$ cat src/rtl/bus_interface_ack_pkg.sv
// Shared host-bus encodings, access state type and byte-lane helper for the bus slave.
// Pure declarations: no latency, no backpressure.
package bus_interface_ack_pkg;

  localparam logic CS_ENABLED  = 1'b0;
  localparam logic CS_DISABLED = 1'b1;
  localparam logic RnW_WRITE   = 1'b0;
  localparam logic RnW_READ    = 1'b1;
  localparam logic DTACK_ACK   = 1'b0;
  localparam logic DTACK_NAK   = 1'b1;
  localparam logic BYTE_EVEN   = 1'b0;
  localparam logic BYTE_ODD    = 1'b1;

  typedef enum logic [1:0] {
    IDLE = 2'd0,
    WAIT = 2'd1,
    ACK  = 2'd2
  } bus_state_t;

  // Even byte is the high half of the word, odd byte the low half.
  function automatic logic [7:0] pick_byte(input logic [15:0] word, input logic bytesel);
    return (bytesel == BYTE_ODD) ? word[7:0] : word[15:8];
  endfunction

endpackage

$ cat src/rtl/bus_interface_ack_if.sv
// Host bus pin bundle between the external 8-bit host and the bus slave.
// Wires only: no latency; the host is throttled solely by dtack.
interface bus_interface_ack_if #(
  parameter int REG_BITS = 4
);
  logic                cs_n;
  logic                rd_nwr;
  logic [REG_BITS-1:0] reg_num;
  logic                bytesel;
  logic [7:0]          wdata;
  logic [7:0]          rdata;
  logic                data_oe;
  logic                dtack;

  modport master (
    output cs_n, rd_nwr, reg_num, bytesel, wdata,
    input  rdata, data_oe, dtack
  );

  modport slave (
    input  cs_n, rd_nwr, reg_num, bytesel, wdata,
    output rdata, data_oe, dtack
  );
endinterface

$ cat src/rtl/bus_interface_ack_sync.sv
// Multi-bit flop-chain synchroniser for asynchronous bus inputs, with a configurable reset value.
// Latency STAGES clk edges; no backpressure.
module bus_interface_ack_sync #(
  parameter int               WIDTH   = 1,
  parameter int               STAGES  = 2,
  parameter logic [WIDTH-1:0] RST_VAL = '0
) (
  input  logic             clk,
  input  logic             reset_n_i,
  input  logic [WIDTH-1:0] d_i,
  output logic [WIDTH-1:0] q_o
);

  logic [WIDTH-1:0] stage_q [STAGES];

  always_ff @(posedge clk or negedge reset_n_i) begin
    if (!reset_n_i) begin
      for (int i = 0; i < STAGES; i++) begin
        stage_q[i] <= RST_VAL;
      end
    end else begin
      stage_q[0] <= d_i;
      for (int i = 1; i < STAGES; i++) begin
        stage_q[i] <= stage_q[i-1];
      end
    end
  end

  assign q_o = stage_q[STAGES-1];

endmodule

$ cat src/rtl/bus_interface_ack.sv
// Host bus slave: synchronised CS qualification, byte/word strobes, DTACK from register ack or timeout.
// Strobe SYNC_STAGES+CS_FILTER edges after CS; host held off by DTACK NAK until ack_i or timeout.
module bus_interface_ack
  import bus_interface_ack_pkg::*;
#(
  parameter int REG_BITS    = 4,
  parameter int SYNC_STAGES = 2,
  parameter int CS_FILTER   = 1,
  parameter int ACK_TIMEOUT = 15,
  parameter int PAIR_EN     = 1
) (
  input  logic                clk,
  input  logic                reset_n_i,
  bus_interface_ack_if.slave  bus,
  output logic                write_strobe_o,
  output logic                read_strobe_o,
  output logic                word_strobe_o,
  output logic [REG_BITS-1:0] reg_num_o,
  output logic                bytesel_o,
  output logic [7:0]          bytedata_o,
  output logic [15:0]         worddata_o,
  input  logic                ack_i,
  input  logic [15:0]         rd_word_i,
  output logic                timeout_o,
  output logic                err_sticky_o,
  input  logic                err_clr_i
);

  localparam int CNT_W = $clog2(CS_FILTER + 1);
  localparam int TO_W  = (ACK_TIMEOUT > 0) ? $clog2(ACK_TIMEOUT + 1) : 1;
  localparam logic [CNT_W-1:0] CNT_MAX = CNT_W'(CS_FILTER);

  localparam logic [1:0] S_IDLE = IDLE;
  localparam logic [1:0] S_WAIT = WAIT;
  localparam logic [1:0] S_ACK  = ACK;

  logic                cs_n_s;
  logic                rd_nwr_s;
  logic [REG_BITS-1:0] reg_s;
  logic                bsel_s;
  logic [7:0]          data_s;

  bus_interface_ack_sync #(
    .WIDTH   (2),
    .STAGES  (SYNC_STAGES),
    .RST_VAL ({CS_DISABLED, RnW_READ})
  ) u_sync_ctl (
    .clk       (clk),
    .reset_n_i (reset_n_i),
    .d_i       ({bus.cs_n, bus.rd_nwr}),
    .q_o       ({cs_n_s, rd_nwr_s})
  );

  bus_interface_ack_sync #(
    .WIDTH   (REG_BITS + 9),
    .STAGES  (SYNC_STAGES),
    .RST_VAL ({(REG_BITS + 9){1'b0}})
  ) u_sync_dat (
    .clk       (clk),
    .reset_n_i (reset_n_i),
    .d_i       ({bus.reg_num, bus.bytesel, bus.wdata}),
    .q_o       ({reg_s, bsel_s, data_s})
  );

  logic [1:0]          state_q, state_d;
  logic [CNT_W-1:0]    cnt_q;
  logic                armed_q;
  logic [TO_W-1:0]     to_cnt_q, to_cnt_d;
  logic [7:0]          rdata_q, rdata_d;
  logic                tmo_q, tmo_d;
  logic                err_q;
  logic                rd_nwr_q;
  logic                wstb_q, rstb_q, word_stb_q;
  logic [REG_BITS-1:0] reg_q;
  logic                bsel_q;
  logic [7:0]          byte_q;
  logic [15:0]         word_q;
  logic                pend_q;
  logic [7:0]          even_byte_q;
  logic [REG_BITS-1:0] even_reg_q;

  logic cs_en;
  logic start;
  logic tmo_hit;

  assign cs_en   = (cs_n_s == CS_ENABLED);
  // The current synced sample counts toward the filter, so the strobe lands one edge earlier.
  assign start   = (state_q == S_IDLE) && armed_q && cs_en && ((int'(cnt_q) + 1) == CS_FILTER);
  assign tmo_hit = (ACK_TIMEOUT != 0) && ((int'(to_cnt_q) + 1) == ACK_TIMEOUT);

  always_comb begin
    state_d  = state_q;
    to_cnt_d = to_cnt_q;
    rdata_d  = rdata_q;
    tmo_d    = 1'b0;
    case (state_q)
      S_IDLE: begin
        if (start) begin
          state_d  = S_WAIT;
          to_cnt_d = '0;
        end
      end
      S_WAIT: begin
        if (!cs_en) begin
          state_d = S_IDLE;
        end else if (ack_i) begin
          state_d = S_ACK;
          if (rd_nwr_q == RnW_READ) rdata_d = pick_byte(rd_word_i, bsel_q);
        end else if (tmo_hit) begin
          state_d = S_ACK;
          tmo_d   = 1'b1;
          if (rd_nwr_q == RnW_READ) rdata_d = 8'hFF;
        end else begin
          to_cnt_d = to_cnt_q + 1'b1;
        end
      end
      S_ACK: begin
        // Release watches the raw pin so the host sees DTACK drop without sync delay.
        if (bus.cs_n == CS_DISABLED) state_d = S_IDLE;
      end
      default: state_d = S_IDLE;
    endcase
  end

  always_ff @(posedge clk or negedge reset_n_i) begin
    if (!reset_n_i) begin
      state_q  <= S_IDLE;
      cnt_q    <= '0;
      armed_q  <= 1'b0;
      to_cnt_q <= '0;
      rdata_q  <= '0;
      tmo_q    <= 1'b0;
      err_q    <= 1'b0;
    end else begin
      state_q  <= state_d;
      to_cnt_q <= to_cnt_d;
      rdata_q  <= rdata_d;
      tmo_q    <= tmo_d;
      if (!cs_en) begin
        cnt_q   <= '0;
        armed_q <= 1'b1;
      end else begin
        if (cnt_q != CNT_MAX) cnt_q <= cnt_q + 1'b1;
        if (start) armed_q <= 1'b0;
      end
      if (tmo_d) begin
        err_q <= 1'b1;
      end else if (err_clr_i) begin
        err_q <= 1'b0;
      end
    end
  end

  always_ff @(posedge clk or negedge reset_n_i) begin
    if (!reset_n_i) begin
      rd_nwr_q    <= 1'b0;
      wstb_q      <= 1'b0;
      rstb_q      <= 1'b0;
      word_stb_q  <= 1'b0;
      reg_q       <= '0;
      bsel_q      <= 1'b0;
      byte_q      <= '0;
      word_q      <= '0;
      pend_q      <= 1'b0;
      even_byte_q <= '0;
      even_reg_q  <= '0;
    end else begin
      wstb_q     <= 1'b0;
      rstb_q     <= 1'b0;
      word_stb_q <= 1'b0;
      if (start) begin
        reg_q    <= reg_s;
        bsel_q   <= bsel_s;
        byte_q   <= data_s;
        rd_nwr_q <= rd_nwr_s;
        if (rd_nwr_s == RnW_READ) begin
          rstb_q <= 1'b1;
        end else begin
          wstb_q <= 1'b1;
          if (PAIR_EN != 0) begin
            if (bsel_s == BYTE_EVEN) begin
              even_byte_q <= data_s;
              even_reg_q  <= reg_s;
              pend_q      <= 1'b1;
            end else if (pend_q && (reg_s == even_reg_q)) begin
              word_stb_q <= 1'b1;
              word_q     <= {even_byte_q, data_s};
              pend_q     <= 1'b0;
            end
          end
        end
      end
    end
  end

  assign bus.dtack    = (state_q == S_ACK) ? DTACK_ACK : DTACK_NAK;
  assign bus.data_oe  = (state_q == S_ACK) && (rd_nwr_q == RnW_READ);
  assign bus.rdata    = rdata_q;

  assign write_strobe_o = wstb_q;
  assign read_strobe_o  = rstb_q;
  assign word_strobe_o  = word_stb_q;
  assign reg_num_o      = reg_q;
  assign bytesel_o      = bsel_q;
  assign bytedata_o     = byte_q;
  assign worddata_o     = word_q;
  assign timeout_o      = tmo_q;
  assign err_sticky_o   = err_q;

endmodule

$ cat src/flat_wrapper.sv
// flat-port wrapper written by rule: the top's interface ports become plain ports
module bus_interface_ack_flat import bus_interface_ack_pkg::*;
#(
  parameter int REG_BITS    = 4,
  parameter int SYNC_STAGES = 2,
  parameter int CS_FILTER   = 1,
  parameter int ACK_TIMEOUT = 15,
  parameter int PAIR_EN     = 1
)
  (clk, reset_n_i, write_strobe_o, read_strobe_o, word_strobe_o, reg_num_o, bytesel_o, bytedata_o, worddata_o, ack_i, rd_word_i, timeout_o, err_sticky_o, err_clr_i, bus_cs_n, bus_rd_nwr, bus_reg_num, bus_bytesel, bus_wdata, bus_rdata, bus_data_oe, bus_dtack);
  bus_interface_ack_if #(.REG_BITS(REG_BITS)) bus_i ();
  input  logic clk;
  input  logic reset_n_i;
  output logic write_strobe_o;
  output logic read_strobe_o;
  output logic word_strobe_o;
  output logic [REG_BITS-1:0] reg_num_o;
  output logic bytesel_o;
  output logic [7:0] bytedata_o;
  output logic [15:0] worddata_o;
  input  logic ack_i;
  input  logic [15:0] rd_word_i;
  output logic timeout_o;
  output logic err_sticky_o;
  input  logic err_clr_i;
  input wire logic [$bits(bus_i.cs_n)-1:0] bus_cs_n;
  input wire logic [$bits(bus_i.rd_nwr)-1:0] bus_rd_nwr;
  input wire logic [$bits(bus_i.reg_num)-1:0] bus_reg_num;
  input wire logic [$bits(bus_i.bytesel)-1:0] bus_bytesel;
  input wire logic [$bits(bus_i.wdata)-1:0] bus_wdata;
  output wire logic [$bits(bus_i.rdata)-1:0] bus_rdata;
  output wire logic [$bits(bus_i.data_oe)-1:0] bus_data_oe;
  output wire logic [$bits(bus_i.dtack)-1:0] bus_dtack;
  assign bus_i.cs_n = bus_cs_n;
  assign bus_i.rd_nwr = bus_rd_nwr;
  assign bus_i.reg_num = bus_reg_num;
  assign bus_i.bytesel = bus_bytesel;
  assign bus_i.wdata = bus_wdata;
  assign bus_rdata = bus_i.rdata;
  assign bus_data_oe = bus_i.data_oe;
  assign bus_dtack = bus_i.dtack;
  bus_interface_ack #(.REG_BITS(REG_BITS), .SYNC_STAGES(SYNC_STAGES), .CS_FILTER(CS_FILTER), .ACK_TIMEOUT(ACK_TIMEOUT), .PAIR_EN(PAIR_EN)) u_core (.clk(clk), .reset_n_i(reset_n_i), .bus(bus_i), .write_strobe_o(write_strobe_o), .read_strobe_o(read_strobe_o), .word_strobe_o(word_strobe_o), .reg_num_o(reg_num_o), .bytesel_o(bytesel_o), .bytedata_o(bytedata_o), .worddata_o(worddata_o), .ack_i(ack_i), .rd_word_i(rd_word_i), .timeout_o(timeout_o), .err_sticky_o(err_sticky_o), .err_clr_i(err_clr_i));
endmodule
$ cat config.mk
export PLATFORM = sky130hd
export DESIGN_NAME = bus_interface_ack_flat
export DESIGN_NICKNAME = d
export VERILOG_FILES = /design/src/rtl/bus_interface_ack_pkg.sv /design/src/rtl/bus_interface_ack_if.sv /design/src/rtl/bus_interface_ack_sync.sv /design/src/rtl/bus_interface_ack.sv /design/src/flat_wrapper.sv
export SDC_FILE = /design/constraint.sdc
export NUM_CORES = 1
export LEC_CHECK = 0
export CAP_MARGIN = 10
export CORE_MARGIN = 3
export CORE_UTILIZATION = 50
export DETAILED_ROUTE_END_ITERATION = 10
export PLACE_DENSITY = 0.91
export SLEW_MARGIN = 20
export SYNTH_ARGS = -nofsm -noshare
export SYNTH_HDL_FRONTEND = slang
export SYNTH_HIERARCHICAL = 1
export SYNTH_SLANG_ARGS = --single-unit
$ cat constraint.sdc
create_clock -name clk -period 2.25 [get_ports clk]
set_input_delay 0.5625 -clock clk [delete_from_list [all_inputs] [get_ports clk]]
set_output_delay 0.5625 -clock clk [all_outputs]
set_load 0.1 [all_outputs]
# After elaboration in Yosys (flattened, before gate mapping)

Cells that the tools add are included.
Widths: inputs -> output; s select.

Input bits: 35
Output and inout port bits: 44
Logic and storage cells: 94
Bits in registers: 94

Reductions and logical operators: 16
Add/subtract/negate cells: 4
Bitwise operators: 3
Mux-type cells: 37
Eq/ne operators: 12

Operators by type and width:

| kind                | number |
|---|---|
| $mux 8              | 5 |
| $eq 32x2->1 const B | 1 |
| $eq 32x5->1 const B | 1 |
| $mux 1              | 21 |
| $mux 4              | 4 |
| $mux 2              | 5 |
| $reduce_and 3->1    | 3 |
| $ne 2x2->1 const B  | 4 |
| $pmux 4 s2          | 1 |
| $reduce_and 4->1    | 2 |
| $reduce_bool 2->1   | 4 |
| $pmux 2 s3          | 1 |
| $add 4x1->5 const B | 1 |
| $logic_and 1x1->1   | 5 |
| $reduce_and 5->1    | 1 |
| $add 4x1->4 const B | 1 |
| $eq 4x4->1          | 1 |
| $ne 2x1->1 const B  | 2 |
| $ne 4x3->1 const B  | 1 |
| $not 1->1           | 3 |
| $add 1x1->2 const B | 1 |
| $eq 2x1->1 const B  | 1 |
| $eq 2x2->1 const B  | 1 |
| $logic_not 2->1     | 1 |
| $add 1x1->1 const B | 1 |

# Logic depth before layout (Yosys ltp)

Gate-level depths: netlist of run 1.

Depth after elaboration: 7
Depth in mapped cells: 7
Depth with buffers taken out: 6

# Cells and area by module

The synthesis of run 1 kept the hierarchy.

By module, submodules not included:

| module                                     | cells each | instances | area an instance (µm²) |
|---|---|---|---|
| bus_interface_ack                          | 193        | 1         | 2700.1 |
| bus_interface_ack_sync (u_core.u_sync_dat) | 39         | 1         | 748.2 |
| bus_interface_ack_sync (u_core.u_sync_ctl) | 6          | 1         | 120.1 |

# Worst setup path before layout of run 1

Ideal clock, no wire load.

Kind: reg2out
Start: reg u_core.state_q[0]
End: out bus_data_oe
Cell stages (with the launch flop): 3
Data arrival time: 2.601 ns
Path buffers: 0
Path slack: -0.913 ns
Path through: dfrtp_1 -> nand2b_1 -> nor2_1

Longest elaborated chain between the ends: 2

Ends and longest elaborated chain:

| element                  | RTL line                 | source |
|---|---|---|
| start: declaration       | bus_interface_ack.sv:65  | `logic [1:0] state_q, state_d;` |
| start signal: assignment | bus_interface_ack.sv:135 | `state_q <= state_d;` |
| $eq 2x2->1               | bus_interface_ack.sv:197 | `assign bus.data_oe = (state_q == S_ACK) && (rd_nwr_q == RnW_READ);` |
| $logic_and 1x1->1        | bus_interface_ack.sv:197 |  |
| end: declaration         | flat_wrapper.sv:32       | `output wire logic [$bits(bus_i.data_oe)-1:0] bus_data_oe;` |

Every way passes these cells.

# Worst setup path after layout of run 1

Start: reg u_core.to_cnt_q[1]
End: reg u_core.rdata_q[2] (netlist: u_core/bus.rdata[2])

Longest elaborated chain between the ends: 4

Ends and longest elaborated chain:

| element                            | RTL line                 | source |
|---|---|---|
| start: declaration                 | bus_interface_ack.sv:68  | `logic [TO_W-1:0] to_cnt_q, to_cnt_d;` |
| start signal: assignment           | bus_interface_ack.sv:136 | `to_cnt_q <= to_cnt_d;` |
| $add 4x1->5                        | bus_interface_ack.sv:89  | `assign tmo_hit = (ACK_TIMEOUT != 0) && ((int'(to_cnt_q) + 1) == ACK_TIMEOUT);` |
| $eq 32x5->1                        | bus_interface_ack.sv:89  |  |
| $reduce_bool 2->1 (no source line) | -                        |  |
| $reduce_and 4->1 (no source line)  | -                        |  |
| end signal: assignment             | bus_interface_ack.sv:137 | `rdata_q <= rdata_d;` |
| end: declaration                   | bus_interface_ack.sv:69  | `logic [7:0] rdata_q, rdata_d;` |

Every way passes these cells.
A chain may end at the register's enable or synchronous reset.

==> impl_metrics.toml, run 1 <==
[outcome]
status = "finished, final reports clean"

[detailed_routing]
viasPerCell = 4.99
dr.pass1.iters = 4
wl_um = 6390
dr_total_vias = 2061
drc = 0
drt_iter0_drc = 73
antenna_left = 0
routedWlPerCell_um = 15.5

[synthesis]
synth_top_area_share_pct = 63.1
yosysTopAreaCell = "dfrtp_1"
avgSynthCellArea_um2 = 15.0
synth_area_leaders = "dfrtp_1, mux2_2, mux2_4, buf_4, dfstp_2"
ys_async_sr_fraction_pct = 100
synthCells = 238
ys_types = 44
synth-main-ff-cell = "dfrtp_1"
syn_nets = 275
synth-edff-count = 0
synth_warnings = 6
synth_seq_cells = 94
ys_seq_area_share_pct = 66.1
syn_area_um2 = 3570

[floorplan]
io_pins = 79
initial_core_util_pct = 51.9
dieArea_um2 = 8190
core_um2 = 6870
die_x_um = 90.5
die_h_um = 90.5
rows = 30

[worst_setup_path]
critPathMaxFanout = 8
reg2reg_slack_ps = 220
cp.depth = 5
endpoint = "u_core/bus.rdata[2]"
reg2regPathDepth = 5
crit_chain = "ha_1, inv_1, nor3_1, o31a_1, a2bb2oi_1"
worstPathRequired_ps = 2520
cp-start-kind = "flop"
timing.rr.end = "u_core/bus.rdata[2]"
timing.rr.start = "u_core/to_cnt_q[1]"
worstSetupPathType = "reg -> reg"
worst-path-buf-inv = 1
critPathMaxStageDelay_ps = 590
critPathArrivalTime_ps = 2310
critPathTopFamily = "compound AO/OA/AOI/OAI gates"
crit_path_start = "u_core/to_cnt_q[1]"
slowest_stage = "nor3_1"
crit_path_end_kind = "flop"

[clock_network]
ctsResizeCount = 0
cts_tree = "built"
root_buffer = "clkbuf_8"
clk_path_buf_depth = 2
postCtsSetupBuffers = 0
clock_latency_ps = 350
cts.sinks = 94
cts_hold_buf = 0
clkSlewWorstSetupHoldPaths_ps = 90
htree_levels = 3
cts-buffers-inserted = 9

[place]
dp_hpwl_um = 4560
port_buffers = 78
placed_area_um2 = 4320
pre_cts_slack_ps = 232
gp_congestion = 0.807

[sta]
worstMarginPinSlew_ps = 689
setup_viol = 0
clock.fmax_ghz = 0.492
hold_viol_final = 0
min_period_ps = 2030
rsz0062_at_grt = "false"
slew_viol_final = 0
min_period_over_period_pct = 90.4
max_slew_margin_pct = 53.7
setup_slack_ps = 216
fin_setup_tns_ps = 0
skew_ps = 14.0

[pwr]
power_density_nw_per_um2 = 1200
p_leak_nw = 2.16
finalPower_w = 0.00544
vdd_drop_max_mv = 0.868

[grt]
grt_pass1_vias = 2241
antenna_found_initial = 0
grt_max_degree = 41
grt-ovfl-total = 0
track_usage_pct = 16.9
grt_pass1_wl_um = 10900

[final_layout]
layout-drive-gt1-share_pct = 37.5
n_antenna_cell = 0
final_cell_area_um2 = 4540
multi_input_area_um2 = 1040
fill_cells = 512
seqCellArea_um2 = 2360
final_util_pct = 66.1
area_growth_pct = 27.3
layout.nets = 349

[hold_path]
hold_path.class = "in -> async"

[run]
cap_violations = 0
[area by class of cell]
type                            instances  share of cell area, %
Inverter                                7                  0.578
Multi-Input combinational cell        115                   22.9
Tap cell                               96                   2.64
Clock inverter                          6                   1.98
Timing Repair Buffer                   85                   17.0
Clock buffer                           10                   3.03
Sequential cell                        94                   51.9
[flip-flops by register name, summed over array words and instances (netlist names), 2 cells and up]
signal	cells
u_core/bus.rdata	8
u_core/bytedata_o	8
u_core/even_byte_q	8
u_core/even_reg_q	4
u_core/reg_num_o	4
u_core/state_q	2
u_core/to_cnt_q	4
u_core/u_sync_ctl/q_o	2
u_core/u_sync_ctl/stage_q	2
u_core/u_sync_dat/q_o	13
u_core/u_sync_dat/stage_q	13
u_core/worddata_o	16
[metal layers]
layer  GRT usage (%)  routed length [um]  up-vias
met1            20.2                2640     1031
met2            28.8                3310       53
met4            4.72                 104        0
met5               0                   0        -
met3            6.42                 332       10
li1                -                   -      967
[stage by stage]
step                cells  hold WS (ps)
floorplan             238           267
global route          413           166
global placement      397           332
CTS                   413           158
finish                413           154
detailed placement    397           335
[cells by family (layout without fill, tap and decap cells)]
family | Yosys count | count (layout) | synth area share [%]
flops | 94 | 94 | 66.1
mux | 49 | 49 | 16.2
simple gates | 34 | 34 | 5.12
buf+inv | 29 | 108 | 5.19
compound gates | 26 | 26 | 5.72
xor+xnor | 4 | 4 | 0.982
fa+ha+maj | 2 | 2 | 0.701
[synthesized netlist by cell type (2+ instances only)]
master	n
nor3_1	4
clkbuf_1	2
nand2b_1	2
mux2_2	31
a21oi_1	2
dfstp_2	4
nor2b_1	2
xnor2_1	4
o31a_1	2
nor2_1	8
mux2_4	10
a2bb2oi_1	8
buf_4	15
nand3_1	2
dfrtp_1	90
inv_1	7
and3_1	2
o21ai_0	3
nand2_1	5
nor4_1	2
buf_1	2
mux2i_1	8
ha_1	2
[power by group]
group	total, W	internal, W	switching [W]
Clock	0.00122	0.000662	0.000559
Combinational	0.00203	0.000549	0.00148
Sequential	0.00219	0.00198	0.000209
Total	0.00544	0.00319	0.00225
[worst min-delay path by stage]
stage	cells past startpoint	slack (ps)	endpoint	start
CTS	1	160	u_core/worddata_o[10]	reset_n_i
global placement	0	330	u_core/u_sync_dat/q_o[2]	u_core/u_sync_dat/stage_q[15]
detailed placement	0	330	u_core/u_sync_dat/q_o[5]	u_core/u_sync_dat/stage_q[18]
finish	1	150	u_core/worddata_o[10]	reset_n_i
floorplan	0	270	u_core/armed_q	reset_n_i
global route	1	170	u_core/worddata_o[10]	reset_n_i
[placed cells by master, fill, tap and decap left out, types with 2 or more instances in the layout]
master	count
ha_1	2
buf_12	4
o21ai_0	3
mux2_4	10
a21oi_1	2
nand2_1	5
mux2_2	31
and3_1	2
buf_4	48
mux2i_1	8
clkdlybuf4s50_1	33
xnor2_1	4
clkbuf_8	10
nor3_1	3
inv_1	7
inv_6	2
nand3_1	2
o31a_1	2
dfrtp_1	90
nor2b_1	2
dfstp_2	4
bufinv_16	2
a2bb2oi_1	8
nor2_1	7
nor4_1	2
No activity file was read; power rests on OpenSTA's default activity.
==> run 2, diff against run 1 <==
--- a/config.mk
+++ b/config.mk
@@ -6,10 +6,12 @@
 export NUM_CORES = 1
 export LEC_CHECK = 0
 export CAP_MARGIN = 10
-export CORE_MARGIN = 3
+export CORE_MARGIN = 1.5
 export CORE_UTILIZATION = 50
 export DETAILED_ROUTE_END_ITERATION = 10
+export GPL_ROUTABILITY_DRIVEN = 0
 export PLACE_DENSITY = 0.91
+export SKIP_CTS_REPAIR_TIMING = 1
 export SLEW_MARGIN = 20
 export SYNTH_ARGS = -nofsm -noshare
 export SYNTH_HDL_FRONTEND = slang
==> impl_metrics.toml, run 2 (synthesis results as in run 1) <==
[outcome]
status = "finished, final reports clean"

[place]
placed_area_um2 = 4320
dp_hpwl_um = 4510
port_buffers = 78

[sta]
min_period_over_period_pct = 89.9
fin_setup_tns_ps = 0
skew_ps = 6.79
hold_viol_final = 0
worstMarginPinSlew_ps = 625
setup_viol = 0
clock.fmax_ghz = 0.495
rsz0062_at_grt = "false"
min_period_ps = 2020
worst_hold_slack_ps = 178
slew_viol_final = 0
max_slew_margin_pct = 58.0

[worst_setup_path]
critPathMaxFanout = 8
crit_path_start = "u_core/to_cnt_q[0]"
worstPathRequired_ps = 2510
reg2reg_slack_ps = 230
timing.rr.end = "u_core/bus.rdata[3]"
cp-start-kind = "flop"
critPathArrivalTime_ps = 2280
cp.depth = 6
critPathMaxStageDelay_ps = 490
critPathTopFamily = "compound AO/OA/AOI/OAI gates"
slowest_stage = "nor3_1"
reg2regPathDepth = 6
worst-path-buf-inv = 1
crit_path_end_kind = "flop"
crit_chain = "inv_1, ha_1, nand2_1, nor3_1, o31a_1, a2bb2oi_1"
timing.rr.start = "u_core/to_cnt_q[0]"
worstSetupPathType = "reg -> reg"
endpoint = "u_core/bus.rdata[3]"

[floorplan]
io_pins = 79
initial_core_util_pct = 52.2
dieArea_um2 = 7650
die_h_um = 87.5
rows = 30
core_um2 = 6830
die_x_um = 87.5

[grt]
grt_pass1_vias = 2067
track_usage_pct = 17.3
antenna_found_initial = 0
grt-ovfl-total = 0
grt_max_degree = 41
grt_pass1_wl_um = 9950

[final_layout]
final_cell_area_um2 = 4510
mostFrequentLayoutCell = "dfrtp_1"
final_cell_mix = "dfrtp_1, buf_4, clkdlybuf4s50_1, mux2_2, mux2_4"
layout-drive-gt1-share_pct = 37.2
area_growth_pct = 26.5
layout.nets = 349
n_antenna_cell = 0
largest_reg_flops = 16

[clock_network]
clk_path_buf_depth = 2
clkSlewWorstSetupHoldPaths_ps = 90
htree_levels = 3
cts_tree = "built"
cts.sinks = 94
clock_latency_ps = 340
root_buffer = "clkbuf_8"
cts-buffers-inserted = 9

[pwr]
vdd_drop_max_mv = 0.941
p_leak_nw = 2.13
power_density_nw_per_um2 = 1180

[detailed_routing]
drt_iter0_drc = 82
antenna_left = 0
drc = 0
routedWlPerCell_um = 15.1
dr.pass1.iters = 4
dr_total_vias = 2098
viasPerCell = 5.08
wl_um = 6230

[run]
cap_violations = 0

[hold_path]
hold_path.class = "in -> async"
## run 2: cell types whose count changed in the layout (fill, tap and decap cells not counted)
cell,change
clkinv_2,-1
clkbuf_1,+1
bufinv_16,-1
clkbuf_8,-1
clkinvlp_4,+2
## run 2: metrics by stage
stage / worst slack [ps] / utilization, % / cells / total power [W]
final: 228 / 66.1 / 413 / 0.00531
after global routing: 80.8 / 66.1 / 413 / 0.00553
after CTS: 258 / 66.1 / 413 / 0.00536
after detailed placement: 262 / 63.2 / 397 / 0.00427
after global placement: 336 / 63.2 / 397 / 0.00421
after floorplan: 166 / - / 238 / 0.00375
## run 2: final cells by class
cell class / instances / area, um^2
sequential: 94 / 2360
fill: 523 / 2320
multi-input combinational: 115 / 1040
timing repair buffer: 85 / 771
clock buffer: 10 / 128
tap: 96 / 120
clock inverter: 6 / 70.1
inverter: 7 / 26.3
## run 2: worst reg2reg max path: cells and delay by family, from the launching register on
kind            cells  cell delay [ps]
simple gates        2              560
fa+ha+maj           1              190
buf+inv             1              130
flops               1              440
compound gates      2              620
## run 2: worst min path at each step
stage	slack (ps)	depth (start not counted)	startpoint	endpoint
floorplan	270	0	reset_n_i	u_core/armed_q
global placement	330	0	u_core/u_sync_dat/stage_q[22]	u_core/u_sync_dat/q_o[9]
detailed placement	340	0	u_core/u_sync_dat/stage_q[13]	u_core/u_sync_dat/q_o[0]
CTS	170	1	reset_n_i	u_core/worddata_o[13]
global route	200	1	reset_n_i	u_core/worddata_o[4]
finish	180	1	reset_n_i	u_core/worddata_o[4]
## run 2: power breakdown
part	total (W)	internal [W]	switching (W)
combinational	0.00205	0.000554	0.00149
clock	0.00108	0.000522	0.000563
sequential	0.00217	0.00198	0.000194
## run 2: layer usage
layer | track usage (%) | vias up | routed length, um
li1 | - | 967 | -
met1 | 22.4 | 1054 | 2690
met2 | 28.7 | 67 | 3160
met3 | 2.84 | 10 | 275
met4 | 7.36 | 0 | 110
met5 | 0 | - | 0
